### config.mk
export PLATFORM = sky130hd
export DESIGN_NAME = mem_access_unit
export DESIGN_NICKNAME = d
export VERILOG_FILES = /design/src/rtl/mem_access_unit.sv
export SDC_FILE = /design/constraint.sdc
export NUM_CORES = 1
export LEC_CHECK = 0
export ABC_AREA = 1
export CAP_MARGIN = 20
export CORE_UTILIZATION = 30
export CTS_CLUSTER_SIZE = 20
export DETAILED_ROUTE_END_ITERATION = 7
export SLEW_MARGIN = 20
export SYNTH_ARGS = -nofsm -noshare
export SYNTH_HDL_FRONTEND = slang
export SYNTH_SLANG_ARGS = --single-unit
### constraint.sdc
create_clock -name clk -period 8.55 [get_ports clk]
set_clock_uncertainty 0.2 [all_clocks]
set_input_delay 1.71 -clock clk [delete_from_list [all_inputs] [get_ports clk]]
set_output_delay 1.71 -clock clk [all_outputs]
set_load 0.05 [all_outputs]
### src/rtl/mem_access_unit.sv
// Memory-access stage: consumes the EX/MA register, runs word loads/stores over a
// req/gnt data bus, stalls upstream while a transaction is pending, and drives MA/WB.
module mem_access_unit #(
    parameter int XLEN  = 32,
    parameter int CNT_W = 16
) (
    input  logic             clk,
    input  logic             rst,
    input  logic [XLEN-1:0]  ma_pc_plus_4_in,
    input  logic [XLEN-1:0]  ma_alu_result_in,
    input  logic [XLEN-1:0]  ma_write_data_in,
    input  logic [4:0]       ma_rd_addr_in,
    input  logic             ma_mem_read_in,
    input  logic             ma_mem_write_in,
    input  logic             ma_reg_write_in,
    input  logic             ma_mem_to_reg_in,
    output logic             dbus_req,
    output logic             dbus_we,
    output logic [XLEN-1:0]  dbus_addr,
    output logic [XLEN-1:0]  dbus_wdata,
    input  logic             dbus_gnt,
    input  logic [XLEN-1:0]  dbus_rdata,
    output logic             stall_out,
    output logic             mem_err_out,
    output logic [XLEN-1:0]  wb_pc_plus_4_out,
    output logic [XLEN-1:0]  wb_alu_result_out,
    output logic [XLEN-1:0]  wb_mem_data_out,
    output logic [4:0]       wb_rd_addr_out,
    output logic             wb_reg_write_out,
    output logic             wb_mem_to_reg_out,
    output logic [CNT_W-1:0] stall_cycles_out
);

    // state | meaning
    // IDLE  | accepting a new instruction from EX/MA
    // REQ   | bus request outstanding, waiting for dbus_gnt
    // RESP  | access done, held instruction retires into WB
    typedef enum logic [1:0] {IDLE, REQ, RESP} state_t;

    localparam logic [CNT_W-1:0] CNT_ONE = 1;

    state_t          state_q, state_d;
    logic            mem_op, bad;
    logic [XLEN-1:0] rdata_q;

    assign mem_op = ma_mem_read_in | ma_mem_write_in;
    assign bad    = mem_op & ((ma_alu_result_in[1:0] != 2'b00) |
                              (ma_mem_read_in & ma_mem_write_in));

    always_ff @(posedge clk or posedge rst) begin
        if (rst) state_q <= IDLE;
        else     state_q <= state_d;
    end

    always_comb begin
        state_d   = state_q;
        stall_out = 1'b0;
        case (state_q)
            IDLE: begin
                if (mem_op && !bad) begin
                    stall_out = 1'b1;
                    state_d   = REQ;
                end
            end
            REQ: begin
                stall_out = 1'b1;
                if (dbus_gnt) state_d = RESP;
            end
            RESP:    state_d = IDLE;
            default: state_d = IDLE;
        endcase
    end

    always_ff @(posedge clk or posedge rst) begin
        if (rst) begin
            dbus_req          <= 1'b0;
            dbus_we           <= 1'b0;
            dbus_addr         <= '0;
            dbus_wdata        <= '0;
            rdata_q           <= '0;
            mem_err_out       <= 1'b0;
            wb_pc_plus_4_out  <= '0;
            wb_alu_result_out <= '0;
            wb_mem_data_out   <= '0;
            wb_rd_addr_out    <= '0;
            wb_reg_write_out  <= 1'b0;
            wb_mem_to_reg_out <= 1'b0;
            stall_cycles_out  <= '0;
        end else begin
            mem_err_out       <= 1'b0;
            // Non-enable WB fields always follow the input; bubbles are made by reg_write alone.
            wb_pc_plus_4_out  <= ma_pc_plus_4_in;
            wb_alu_result_out <= ma_alu_result_in;
            wb_rd_addr_out    <= ma_rd_addr_in;
            wb_mem_to_reg_out <= ma_mem_to_reg_in;
            wb_mem_data_out   <= '0;
            wb_reg_write_out  <= 1'b0;
            case (state_q)
                IDLE: begin
                    if (!mem_op) begin
                        wb_reg_write_out <= ma_reg_write_in;
                    end else if (bad) begin
                        mem_err_out <= 1'b1;
                    end else begin
                        dbus_req   <= 1'b1;
                        dbus_we    <= ma_mem_write_in;
                        dbus_addr  <= {ma_alu_result_in[XLEN-1:2], 2'b00};
                        dbus_wdata <= ma_write_data_in;
                    end
                end
                REQ: begin
                    if (dbus_gnt) begin
                        dbus_req <= 1'b0;
                        rdata_q  <= dbus_we ? '0 : dbus_rdata;
                    end
                end
                RESP: begin
                    wb_reg_write_out <= ma_reg_write_in;
                    wb_mem_data_out  <= rdata_q;
                end
                default: ;
            endcase
            if (stall_out && (stall_cycles_out != '1))
                stall_cycles_out <= stall_cycles_out + CNT_ONE;
        end
    end

endmodule

======== Yosys cells after proc, flatten, opt, wreduce, memory -nomap -nowiden ========
Cells that the tools add are included.
cells by class
  multiplexer cells ....................... 16
  reductions and logical operators ........ 10
  bitwise logic cells ..................... 5
  equal/unequal tests ..................... 7
  add/sub/neg operators ................... 1
operators with widths
  kind                                                                   count
  32-bit 2-to-1 mux                                                      2
  16-bit by 1-bit adder with 16-bit output, second input constant        1
  16-bit != test, second input constant                                  1
  1-bit 2-to-1 mux                                                       8
  2-bit != test, second input constant                                   4
  1-bit case mux with 2 select lines                                     3
  2-bit 2-to-1 mux                                                       2
  2-bit case mux with 2 select lines                                     1
  2-bit AND reduction                                                    2
  4-bit AND reduction                                                    1
  2-bit nonzero test                                                     2
  3-bit AND reduction                                                    1
  1-bit bitwise AND                                                      2
  2-bit by 1-bit equality test with 1-bit output, second input constant  1
  2-bit equality test, second input constant                             1
  1-bit logical AND                                                      2
  2-bit zero test                                                        1
  1-bit OR                                                               2
  1-bit zero test                                                        1
  1-bit NOT                                                              1
storage, ports and cells
  word-level logic and storage cells ...... 53
  register bits after elaboration ......... 218
  input bits .............................. 140

======== Logic depth before layout (Yosys ltp) ========
Gate-level depths: netlist of the first run.
  depth in word-level cells ............... 8
  depth in mapped cells ................... 10
  depth with buffers taken out ............ 9

======== Least setup slack after synthesis of the first run ========
OpenSTA, ideal clock, no wires.
  path type ............................... input to output
  start ................................... in ma_mem_read_in
  end ..................................... out stall_out
  data arrival time ....................... 2441 ps
  stages on the path ...................... 6
  setup slack ............................. 4199 ps
  data required time ...................... 6640 ps
  cell sequence ........................... inv_1 -> nand2_1 -> nand2_1 -> inv_1 -> nand2_1 -> nand2_1
between the ends
  cells in the longest elaborated chain, start to end .. 7
RTL lines
  what                                  RTL line  source
  start: declaration                    13        input logic ma_mem_read_in,
  1-bit bitwise AND                     48        (ma_mem_read_in & ma_mem_write_in));
  1-bit OR                              47        assign bad = mem_op & ((ma_alu_result_in[1:0] != 2'b00) |
  1-bit bitwise AND                     47
  1-bit zero test                       60        if (mem_op && !bad) begin
  1-bit logical AND *                   60
  1-bit 2-to-1 mux *                    60
  1-bit case mux with 2 select lines *  58        case (state_q)
  end: declaration                      23        output logic stall_out,
Every way passes the cells marked *; elsewhere a longest branch is shown, timed or not.

======== Worst setup path after layout of the first run ========
  start ................................... in ma_mem_write_in
  end ..................................... out stall_out
between the ends
  cells in the longest elaborated chain, start to end .. 7
RTL lines
  what                                  RTL line  source
  start: declaration                    14        input logic ma_mem_write_in,
  1-bit bitwise AND                     48
  1-bit OR                              47
  1-bit bitwise AND                     47
  1-bit zero test                       60
  1-bit logical AND *                   60
  1-bit 2-to-1 mux *                    60
  1-bit case mux with 2 select lines *  58
Marks and branches as above.

==> results of run 1 <==
power by group through the flow:
stage / sequential, mW / clock [mW] / combinational (mW)
after global routing: 1.29 / 1.12 / 1.01
after global placement: 1.29 / 0 / 0.951
after CTS: 1.28 / 1.07 / 0.962
after detailed placement: 1.29 / 0 / 0.958
after floorplan: 1.68 / 0 / 0.197
final: 1.27 / 1.04 / 0.949
Yosys cell counts:
cell type	n
a21boi_0	1
a21oi_1	1
buf_1	2
buf_2	13
buf_4	8
buf_6	2
clkbuf_1	6
conb_1	1
dfrtp_1	218
ha_1	1
inv_1	55
nand2_1	273
nand2_4	1
nand3_1	41
nand4_1	6
nor2_1	52
nor2_2	2
nor2_4	2
nor3_1	1
o21ai_0	36
o21ai_1	1
o21ai_4	1
xnor2_1	2
xor2_1	3
cell families (layout without fill, tap and decap cells):
| group | count (synthesis) | count (layout) | share of synthesized area |
|---|---|---|---|
| other | 1 | 2 | 0.000492 |
| AND/OR/NAND/NOR | 378 | 378 | 0.198 |
| flip-flops | 218 | 218 | 0.715 |
| XOR/XNOR | 5 | 5 | 0.00574 |
| AO/OA/AOI/OAI | 40 | 40 | 0.0281 |
| adder cells (fa/ha/maj) | 1 | 1 | 0.00164 |
| buffers and inverters | 86 | 428 | 0.0504 |
worst max path at each step:
stage | cells past startpoint | start | end | slack, ps
2_1_floorplan | 1 | rst | dbus_addr[10] | 680
3_3_place_gp | 8 | ma_mem_write_in | stall_out | 2870
3_5_place_dp | 8 | ma_mem_write_in | stall_out | 2860
4_1_cts | 8 | ma_mem_write_in | stall_out | 2840
5_1_grt | 8 | ma_mem_write_in | stall_out | 2710
6_report | 8 | ma_mem_write_in | stall_out | 2860
state kept, by name (all words and copies together), names as in the netlist:
| name | flops |
|---|---|
| dbus_req | 1 |
| wb_alu_result_out | 32 |
| dbus_we | 1 |
| dbus_addr | 30 |
| state_q | 2 |
| dbus_wdata | 32 |
| wb_mem_data_out | 32 |
| wb_mem_to_reg_out | 1 |
| wb_rd_addr_out | 5 |
| stall_cycles_out | 16 |
| wb_reg_write_out | 1 |
| mem_err_out | 1 |
| wb_pc_plus_4_out | 32 |
| rdata_q | 32 |
through the flow:
stage	instances	utilization
global route	1396	0.487
detailed placement	1352	0.454
finish	1396	0.487
CTS	1396	0.487
floorplan	730	-
global placement	1352	0.454
routing by layer:
layer | global-route usage | vias to the layer above
li1 | - | 2887
met3 | 0.0318 | 34
met4 | 0.0459 | 0
met5 | 0 | -
met2 | 0.287 | 214
met1 | 0.195 | 2817
tightest hold or removal path, stage by stage, from the launching register on:
cell	delay, ps
dfrtp_1	340
nand2_1	50
nand2_1	50
layout make-up:
cell class	instances	area share
Tap cell	324	0.0338
Clock buffer	33	0.0598
Sequential cell	218	0.455
Clock inverter	11	0.00815
Inverter	55	0.0179
Multi-Input combinational cell	426	0.151
Timing Repair Buffer	329	0.274
==> metrics.md, run 1 <==
| Metric | Value |
|---|---|
| Startpoint types | `primary input` |
| Post-route ant nets | `0` |
| Clk root buf | `clkbuf_16` |
| Final setup fails | `0` |
| Metal2 WL | `around 11000 µm` |
| Clock buffer depth | `3` |
| Final hold slack | `between 200 and 300 ps` |
| Most common cell after layout, fill and taps aside | `clkdlybuf4s50_1` |
| Hold Path Class | `reg -> reg` |
| Iteration-0 DRC Markers | `around 370` |
| DPL Wire Length | `14600 µm` |
| Period utilisation layout | `0.665` |
| TritonCTS clock tree | `yes` |
| Clk sinks | `between 200 and 250` |
| DIE HEIGHT | `roughly 160 µm` |
| Antenna violations before repair | `0` |
| Fin crit period | `between 5000 and 6000 ps` |
| Pleak | `5.52 nW` |
| First-pass GRT wire length | `about 33000 µm` |
| Worst Min Path Start | `dbus_wdata[23]` |
| Die area | `26100 µm²` |
| WHS Path Cells | `2` |
| Status | `finished clean` |
| Top area cells in the synthesized netlist | `dfrtp_1, nand2_1, inv_1` |
| FF-to-FF setup slack | `between 6000 and 7000 ps` |
| Fmax | `around 180 MHz` |
| Multi-input gate area | `between 1500 and 2000 µm²` |
| Worst-path clk slew | `~60 ps` |
| Switching Power | `about 1.1 mW` |
| MaxCap Viol Count | `0` |
| Initial Utilization | `0.310` |
| Largest net degree at the start of global routing | `around 140` |
| Critical path buffer and inverter count | `4` |
| Vias in the first global route | `5780` |
| Sequential power share | `0.391` |
| WP data arrival | `approximately 3800 ps` |
| Comb pwr share | `0.291` |
| Syn. warnings | `0` |
| Final instance area | `12000 µm²` |
| Worst R2R Path Depth | `8` |
| Sequential area share after synthesis | `0.715` |
| Final critical-path setup slack | `between 2000 and 3000 ps` |
| Slew @ Worst Pin | `~970 ps` |
| Clk pwr share | `0.318` |
| Gr usage total | `0.160` |
| Internal | `between 2 and 2.5 mW` |
| Netlist Area Pre-Place | `~7600 µm²` |
| Syn-to-layout area delta | `57.0%` |
| Post-place setup slack | `about 2900 ps` |
| PD cells | `approximately 270 nW/µm²` |
| Vias per cell | `around 4.3` |
| Final Slew Violations | `0` |
| Clock H-tree levels | `1` |
| FF/Latch Area | `roughly 5500 µm²` |
| Met1 WL | `roughly 8600 µm` |
| Routed wl met3 | `around 1400 µm` |
| Cts bufs inserted | `25` |
| Cell count after synthesis | `around 730` |
| RSZ-0062 raised after global routing | `no` |
| Crit end category | `primary output` |
| Cell Area, Placed | `between 10000 and 15000 µm²` |
| Max Fanout on Critical Path | `5` |
| Row cnt | `57` |
| GPL Wtd Cong | `slightly below 0.8` |
| Yosys top cell area share | `0.715` |
| DRC | `0` |
| Ratio of cells with drive above 1 in the final layout | `0.0541` |
| Cells resized by post-CTS repair | `0` |
| Core Region | `approximately 25000 µm²` |
| Mean Syn Cell Area | `around 10 µm²` |
| WP data required | `~6600 ps` |
| Slew headroom | `0.351` |
| Top cell type by total area after synthesis | `dfrtp_1` |
| Die Wd | `about 160 µm` |
| Drt pass-1 iters | `6` |
| Worst Hold Path EP | `dbus_wdata[23]` |
| Max incr delay on CP | `890 ps` |
| Yosys cell types | `24` |
| CP max stage cell | `clkdlybuf4s50_1` |
| Chain of cells forming the critical path | `clkdlybuf4s50_1, inv_1, nand2_1, nand2_1, inv_1, nand2_2, nand2_1, clkdlybuf4s50_1` |
| CP top delay family | `buffers and inverters` |
| Crit Path Category | `in -> out` |
| Commonest non-fill, non-tap cells in the layout | `clkdlybuf4s50_1, nand2_1, dfrtp_1, inv_1, nor2_1` |
| Peak VDD IR | `about 0.18 mV` |
| IO Count | `327` |
| Grt total ovfl | `0` |
| Clk_lat worst skew | `roughly 500 ps` |
| Nets | `around 1200` |
| Crit Reg-Reg Endpoint | `stall_cycles_out[4]` |
| Post-Route Setup TNS | `0 ps` |
| Final WL | `around 21000 µm` |
| Uppermost layer routed | `met4` |
| Reg2reg start | `stall_cycles_out[0]` |
| Cell seen most often among critical-path stages | `nand2_1` |
| Final hold viol count | `0` |
| Vias | `roughly 6000` |
| Routed WL per cell | `~15 µm` |
| Layout fillers | `~2300` |
| Hold-fix buffers at CTS | `0` |
| Number of port buffers | `324` |
| Seq cells post-synth | `218` |
| Ant. Diodes | `0` |
| Sw Ratio | `0.348` |
| Pwr Total | `~3.3 mW` |
| Post-CTS setup buffer count | `0` |
No activity file was read; power rests on OpenSTA's default activity.
==> run 2, diff against run 1 <==
clock period = 4.7 ns   (was 8.55 ns; I/O delays follow)
==> run 2 against run 1 <==
  * Sequential share of layout area about the same
  * Sequential cell count unchanged
  * Die area unchanged
  * Setup slack got worse by 1700 ps
  * Via count decreased by 0.50%
  * Non-clock buffer count increased by 2
  * Critical path depth unchanged
==> metrics.md, run 2 (same netlist as run 1, synthesis figures left out) <==
| Metric | Value |
|---|---|
| Status | `finished clean (unchanged)` |
| Vias | `5922 (was 5952)` |
| Hold-fix buffers at CTS | `0 (unchanged)` |
| Syn-to-layout area delta | `57.2% (was 57.0%)` |
| Peak VDD IR | `0.292 mV (was 0.181 mV)` |
| First-pass GRT wire length | `33300 µm (was 32700 µm)` |
| Vias per cell | `4.23 (was 4.26)` |
| Post-Route Setup TNS | `0 ps (unchanged)` |
| Worst-path clk slew | `60 ps (about the same)` |
| Final instance area | `12000 µm² (about the same)` |
| Most common cell after layout, fill and taps aside | `clkdlybuf4s50_1 (unchanged)` |
| Final setup fails | `0 (unchanged)` |
| Commonest non-fill, non-tap cells in the layout | `clkdlybuf4s50_1, nand2_1, dfrtp_1, inv_1, nor2_1 (unchanged)` |
| Startpoint types | `primary input (unchanged)` |
| DIE HEIGHT | `161 µm (unchanged)` |
| Fin crit period | `between 3000 and 4000 ps` |
| Pleak | `5.52 nW (about the same)` |
| Final WL | `21200 µm (was 21300 µm)` |
| Period utilisation layout | `0.743` |
| Fmax | `about 290 MHz` |
| RSZ-0062 raised after global routing | `no (unchanged)` |
| PD cells | `491 nW/µm² (was 272 nW/µm²)` |
| Clock buffer depth | `3 (unchanged)` |
| Slew headroom | `0.306 (was 0.351)` |
| WP data required | `3560 ps (was 6640 ps)` |
| Clk root buf | `clkbuf_16 (unchanged)` |
| Crit end category | `primary output (unchanged)` |
| Ant. Diodes | `0 (unchanged)` |
| Post-CTS setup buffer count | `0 (unchanged)` |
| Clk sinks | `218 (unchanged)` |
| Die Wd | `161 µm (unchanged)` |
| Nets | `1198 (was 1196)` |
| DRC | `0 (unchanged)` |
| DPL Wire Length | `14800 µm (was 14600 µm)` |
| WP data arrival | `2350 ps (was 3780 ps)` |
| Antenna violations before repair | `0 (unchanged)` |
| Final Slew Violations | `0 (unchanged)` |
| Ratio of cells with drive above 1 in the final layout | `0.0530 (was 0.0541)` |
| MaxCap Viol Count | `0 (unchanged)` |
| Number of port buffers | `324 (unchanged)` |
| Routed WL per cell | `15.2 µm (about the same)` |
| Row cnt | `57 (unchanged)` |
| Initial Utilization | `0.310 (unchanged)` |
| IO Count | `327 (unchanged)` |
| Clk_lat worst skew | `510 ps (about the same)` |
| Crit Path Category | `in -> out (unchanged)` |
| Die area | `26100 µm² (unchanged)` |
| Max Fanout on Critical Path | `5 (unchanged)` |
| Iteration-0 DRC Markers | `362 (was 365)` |
| Final hold viol count | `0 (unchanged)` |
| Core Region | `24600 µm² (unchanged)` |
| Grt total ovfl | `0 (unchanged)` |
| Largest net degree at the start of global routing | `99 (was 144)` |
| Cts bufs inserted | `25 (unchanged)` |
| Slew @ Worst Pin | `1030 ps (was 974 ps)` |
| Gr usage total | `0.164 (was 0.160)` |
| GPL Wtd Cong | `0.814 (was 0.796)` |
| Drt pass-1 iters | `4 (was 6)` |
| Cell Area, Placed | `11200 µm² (about the same)` |
| Vias in the first global route | `5752 (was 5780)` |
| Post-route ant nets | `0 (unchanged)` |
| Clock H-tree levels | `1 (unchanged)` |
| Cells resized by post-CTS repair | `0 (unchanged)` |
| TritonCTS clock tree | `yes (unchanged)` |
| Hold Path Class | `reg -> reg (unchanged)` |
==> run 2: layer usage <==
layer / track usage / routed length [µm] / share of wire
met5: 0 / 0 / 0
met4: 0.0497 / 565 / 0.027
met3: 0.0367 / 1540 / 0.072
met2: 0.290 / 10700 / 0.51
met1: 0.199 / 8390 / 0.40
==> run 2: final timing paths <==
kind	start	to	slack, ps	cells after the start
min	dbus_wdata[20]	dbus_wdata[20]	270	2
max in group asynchronous	rst	dbus_wdata[18]	2720	3
max	ma_mem_write_in	stall_out	1210	8
min in group asynchronous	rst	wb_pc_plus_4_out[7]	570	2
max reg2reg	state_q[1]	rdata_q[2]	2590	6
min reg2reg	dbus_wdata[20]	dbus_wdata[20]	270	2
==> run 2: metrics by stage <==
stage / hold slack, ps / worst slack [ps] / util / power, mW / std cells
floorplan: 257 / 720 / - / 3.42 / 730
global placement: 252 / 1190 / 0.455 / 4.07 / 1354
detailed placement: 257 / 1180 / 0.455 / 4.09 / 1354
CTS: 272 / 1180 / 0.487 / 5.97 / 1399
global route: 283 / 1080 / 0.487 / 6.17 / 1399
finish: 268 / 1210 / 0.487 / 5.88 / 1399
==> run 2: where the power goes <==
| part | internal [mW] | switching [mW] |
|---|---|---|
| registers | 2.18 | 0.140 |
| clock network | 1.09 | 0.749 |
| logic | 0.566 | 1.16 |
==> run 2: cell type report <==
type / instances / area [µm²]
fillers: 2253 / 12600
repair buffers: 331 / 3320
multi-input cells: 426 / 1810
clock buffers: 38 / 744
inverters: 55 / 210
flip-flops and latches: 218 / 5460
clock inverters: 7 / 47.5
well taps: 324 / 405
==> run 2: worst max-delay path: stages <==
cell and delay (ps):
clkdlybuf4s50_1 500, inv_1 50, nand2_1 110, nand2_1 130, inv_1 110, nand2_2 60
nand2_1 190, buf_4 250
==> run 3, diff against run 2 <==
clock period = 3.5 ns   (was 4.7 ns; I/O delays follow)
==> run 3 against run 2 <==
  * Non-clock buffer count grew 6
  * Cell count increased by 0.43%
  * Largest power group unchanged
  * Sequential cell count is the same
  * Critical path type unchanged
  * Routed wire length increased by 1.4%
  * Critical endpoint unchanged
  * Critical path depth unchanged
==> metrics.md, run 3 (same netlist as run 1, synthesis figures left out) <==
| Metric | Value |
|---|---|
| Status | `finished clean (unchanged)` |
| Post-place setup slack | `482 ps (was 1180 ps)` |
| Initial Utilization | `0.310 (unchanged)` |
| DRC | `0 (unchanged)` |
| Largest net degree at the start of global routing | `65 (was 99)` |
| Gr usage total | `0.166 (was 0.164)` |
| Clk sinks | `218 (unchanged)` |
| Fin crit period | `3020 ps` |
| Syn-to-layout area delta | `58.0% (was 57.2%)` |
| Final critical-path setup slack | `483 ps (was 1210 ps)` |
| Hold-fix buffers at CTS | `0 (unchanged)` |
| Clock H-tree levels | `1 (unchanged)` |
| Slew headroom | `0.504 (was 0.306)` |
| Iteration-0 DRC Markers | `367 (was 362)` |
| Chain of cells forming the critical path | `clkdlybuf4s50_1, inv_1, nand2_1, nand2_1, inv_1, nand2_2, nand2_1, buf_12 (was clkdlybuf4s50_1, inv_1, nand2_1, nand2_1, inv_1, nand2_2, nand2_1, buf_4)` |
| Final WL | `21500 µm (was 21200 µm)` |
| Final hold viol count | `0 (unchanged)` |
| Clock buffer depth | `3 (unchanged)` |
| RSZ-0062 raised after global routing | `no (unchanged)` |
| TritonCTS clock tree | `yes (unchanged)` |
| PD cells | `656 nW/µm² (was 491 nW/µm²)` |
| Crit Path Category | `in -> out (unchanged)` |
| Row cnt | `57 (unchanged)` |
| IO Count | `327 (unchanged)` |
| Worst-path clk slew | `60 ps (about the same)` |
| Drt pass-1 iters | `4 (unchanged)` |
| Post-CTS setup buffer count | `0 (unchanged)` |
| Routed WL per cell | `15.3 µm (was 15.2 µm)` |
| Commonest non-fill, non-tap cells in the layout | `clkdlybuf4s50_1, nand2_1, dfrtp_1, inv_1, nor2_1 (unchanged)` |
| Cts bufs inserted | `25 (unchanged)` |
| Hold Path Class | `reg -> reg (unchanged)` |
| CP top delay family | `buffers and inverters (unchanged)` |
| DIE HEIGHT | `161 µm (unchanged)` |
| DPL Wire Length | `15200 µm (was 14800 µm)` |
| GPL Wtd Cong | `0.782 (was 0.814)` |
| Pleak | `5.55 nW (was 5.52 nW)` |
| CP max stage cell | `clkdlybuf4s50_1 (unchanged)` |
| Die Wd | `161 µm (unchanged)` |
| Final Slew Violations | `0 (unchanged)` |
| Final instance area | `12100 µm² (was 12000 µm²)` |
| Antenna violations before repair | `0 (unchanged)` |
| Peak VDD IR | `0.334 mV (was 0.292 mV)` |
| Cell Area, Placed | `11200 µm² (about the same)` |
| Pwr Total | `7.91 mW (was 5.88 mW)` |
| Final setup fails | `0 (unchanged)` |
| Startpoint types | `primary input (unchanged)` |
| MaxCap Viol Count | `0 (unchanged)` |
| Vias | `5987 (was 5922)` |
| Number of port buffers | `324 (unchanged)` |
| Crit end category | `primary output (unchanged)` |
| WP data arrival | `2120 ps (was 2350 ps)` |
| Core Region | `24600 µm² (unchanged)` |
| Most common cell after layout, fill and taps aside | `clkdlybuf4s50_1 (unchanged)` |
| Nets | `1204 (was 1198)` |
| WP data required | `2600 ps (was 3560 ps)` |
| Grt total ovfl | `0 (unchanged)` |
| Clk_lat worst skew | `520 ps (was 510 ps)` |
| Clk root buf | `clkbuf_16 (unchanged)` |
| Vias per cell | `4.26 (was 4.23)` |
| Layout fillers | `2276 (was 2253)` |
| Cells resized by post-CTS repair | `0 (unchanged)` |
| Post-Route Setup TNS | `0 ps (unchanged)` |
| First-pass GRT wire length | `33900 µm (was 33300 µm)` |
| Max Fanout on Critical Path | `5 (unchanged)` |
| Ratio of cells with drive above 1 in the final layout | `0.0593 (was 0.0530)` |
| Critical path buffer and inverter count | `4 (unchanged)` |
| Fmax | `331 MHz` |
| Slew @ Worst Pin | `744 ps (was 1030 ps)` |
| Vias in the first global route | `5854 (was 5752)` |
| Max incr delay on CP | `510 ps (was 500 ps)` |
| Post-route ant nets | `0 (unchanged)` |
| Die area | `26100 µm² (unchanged)` |
| Cell seen most often among critical-path stages | `nand2_1 (unchanged)` |
| Period utilisation layout | `0.862` |
-- run 3: cell count changes in the layout (fill, tap and decap cells not counted), sizes merged --
cell	previous run	this run
diode	0	1
inv	55	54
clkbuf	38	32
buf	8	14
clkinvlp	2	3
bufinv	0	1
clkinv	5	9
-- run 3: final cells by class --
cell class                 instances  area, µm²  share of cell area
antenna                            1       2.50            0.000208
clock buffer                      32        682              0.0566
clock inverter                    12       93.8             0.00778
inverter                          55        210              0.0174
multi-input combinational        426       1810               0.150
sequential                       218       5460               0.453
tap                              324        405              0.0336
timing repair buffer             337       3400               0.282
-- run 3: worst paths after layout --
check / start / end / slack [ps] / depth (start not counted)
worst min register to register: dbus_wdata[4] / dbus_wdata[4] / 270 / 2
worst max-delay path: ma_mem_write_in / stall_out / 480 / 8
max in group asynchronous: rst / wb_alu_result_out[7] / 1890 / 3
worst max register to register: stall_cycles_out[0] / stall_cycles_out[3] / 1440 / 8
worst min-delay path: dbus_wdata[4] / dbus_wdata[4] / 270 / 2
min in group asynchronous: rst / wb_pc_plus_4_out[6] / 410 / 2
-- run 3: worst min-delay path, cell delays in order (launching register included) --
cell	delay [ps]
dfrtp_1	340
nand2_1	50
nand2_1	40
-- run 3: layer usage --
metal	global-route usage	up-vias	wire (µm)
met1	0.207	2844	8940
met4	0.0467	0	444
met2	0.289	203	10800
met3	0.0349	31	1360
li1	-	2909	-
met5	0	-	0
-- run 3: power by group --
part	switching (mW)	internal (mW)	leakage, nW
clock	1.01	1.45	0.385
sequential	0.184	2.92	2.74
combinational	1.57	0.784	2.42
total	2.75	5.15	5.55
-- run 3: metrics by stage --
stage / hold slack (ps) / instances / util
after floorplan: 257 / 730 / -
after global placement: 252 / 1359 / 0.457
after detailed placement: 257 / 1359 / 0.457
after CTS: 272 / 1403 / 0.489
after global routing: 277 / 1404 / 0.490
final: 266 / 1405 / 0.490
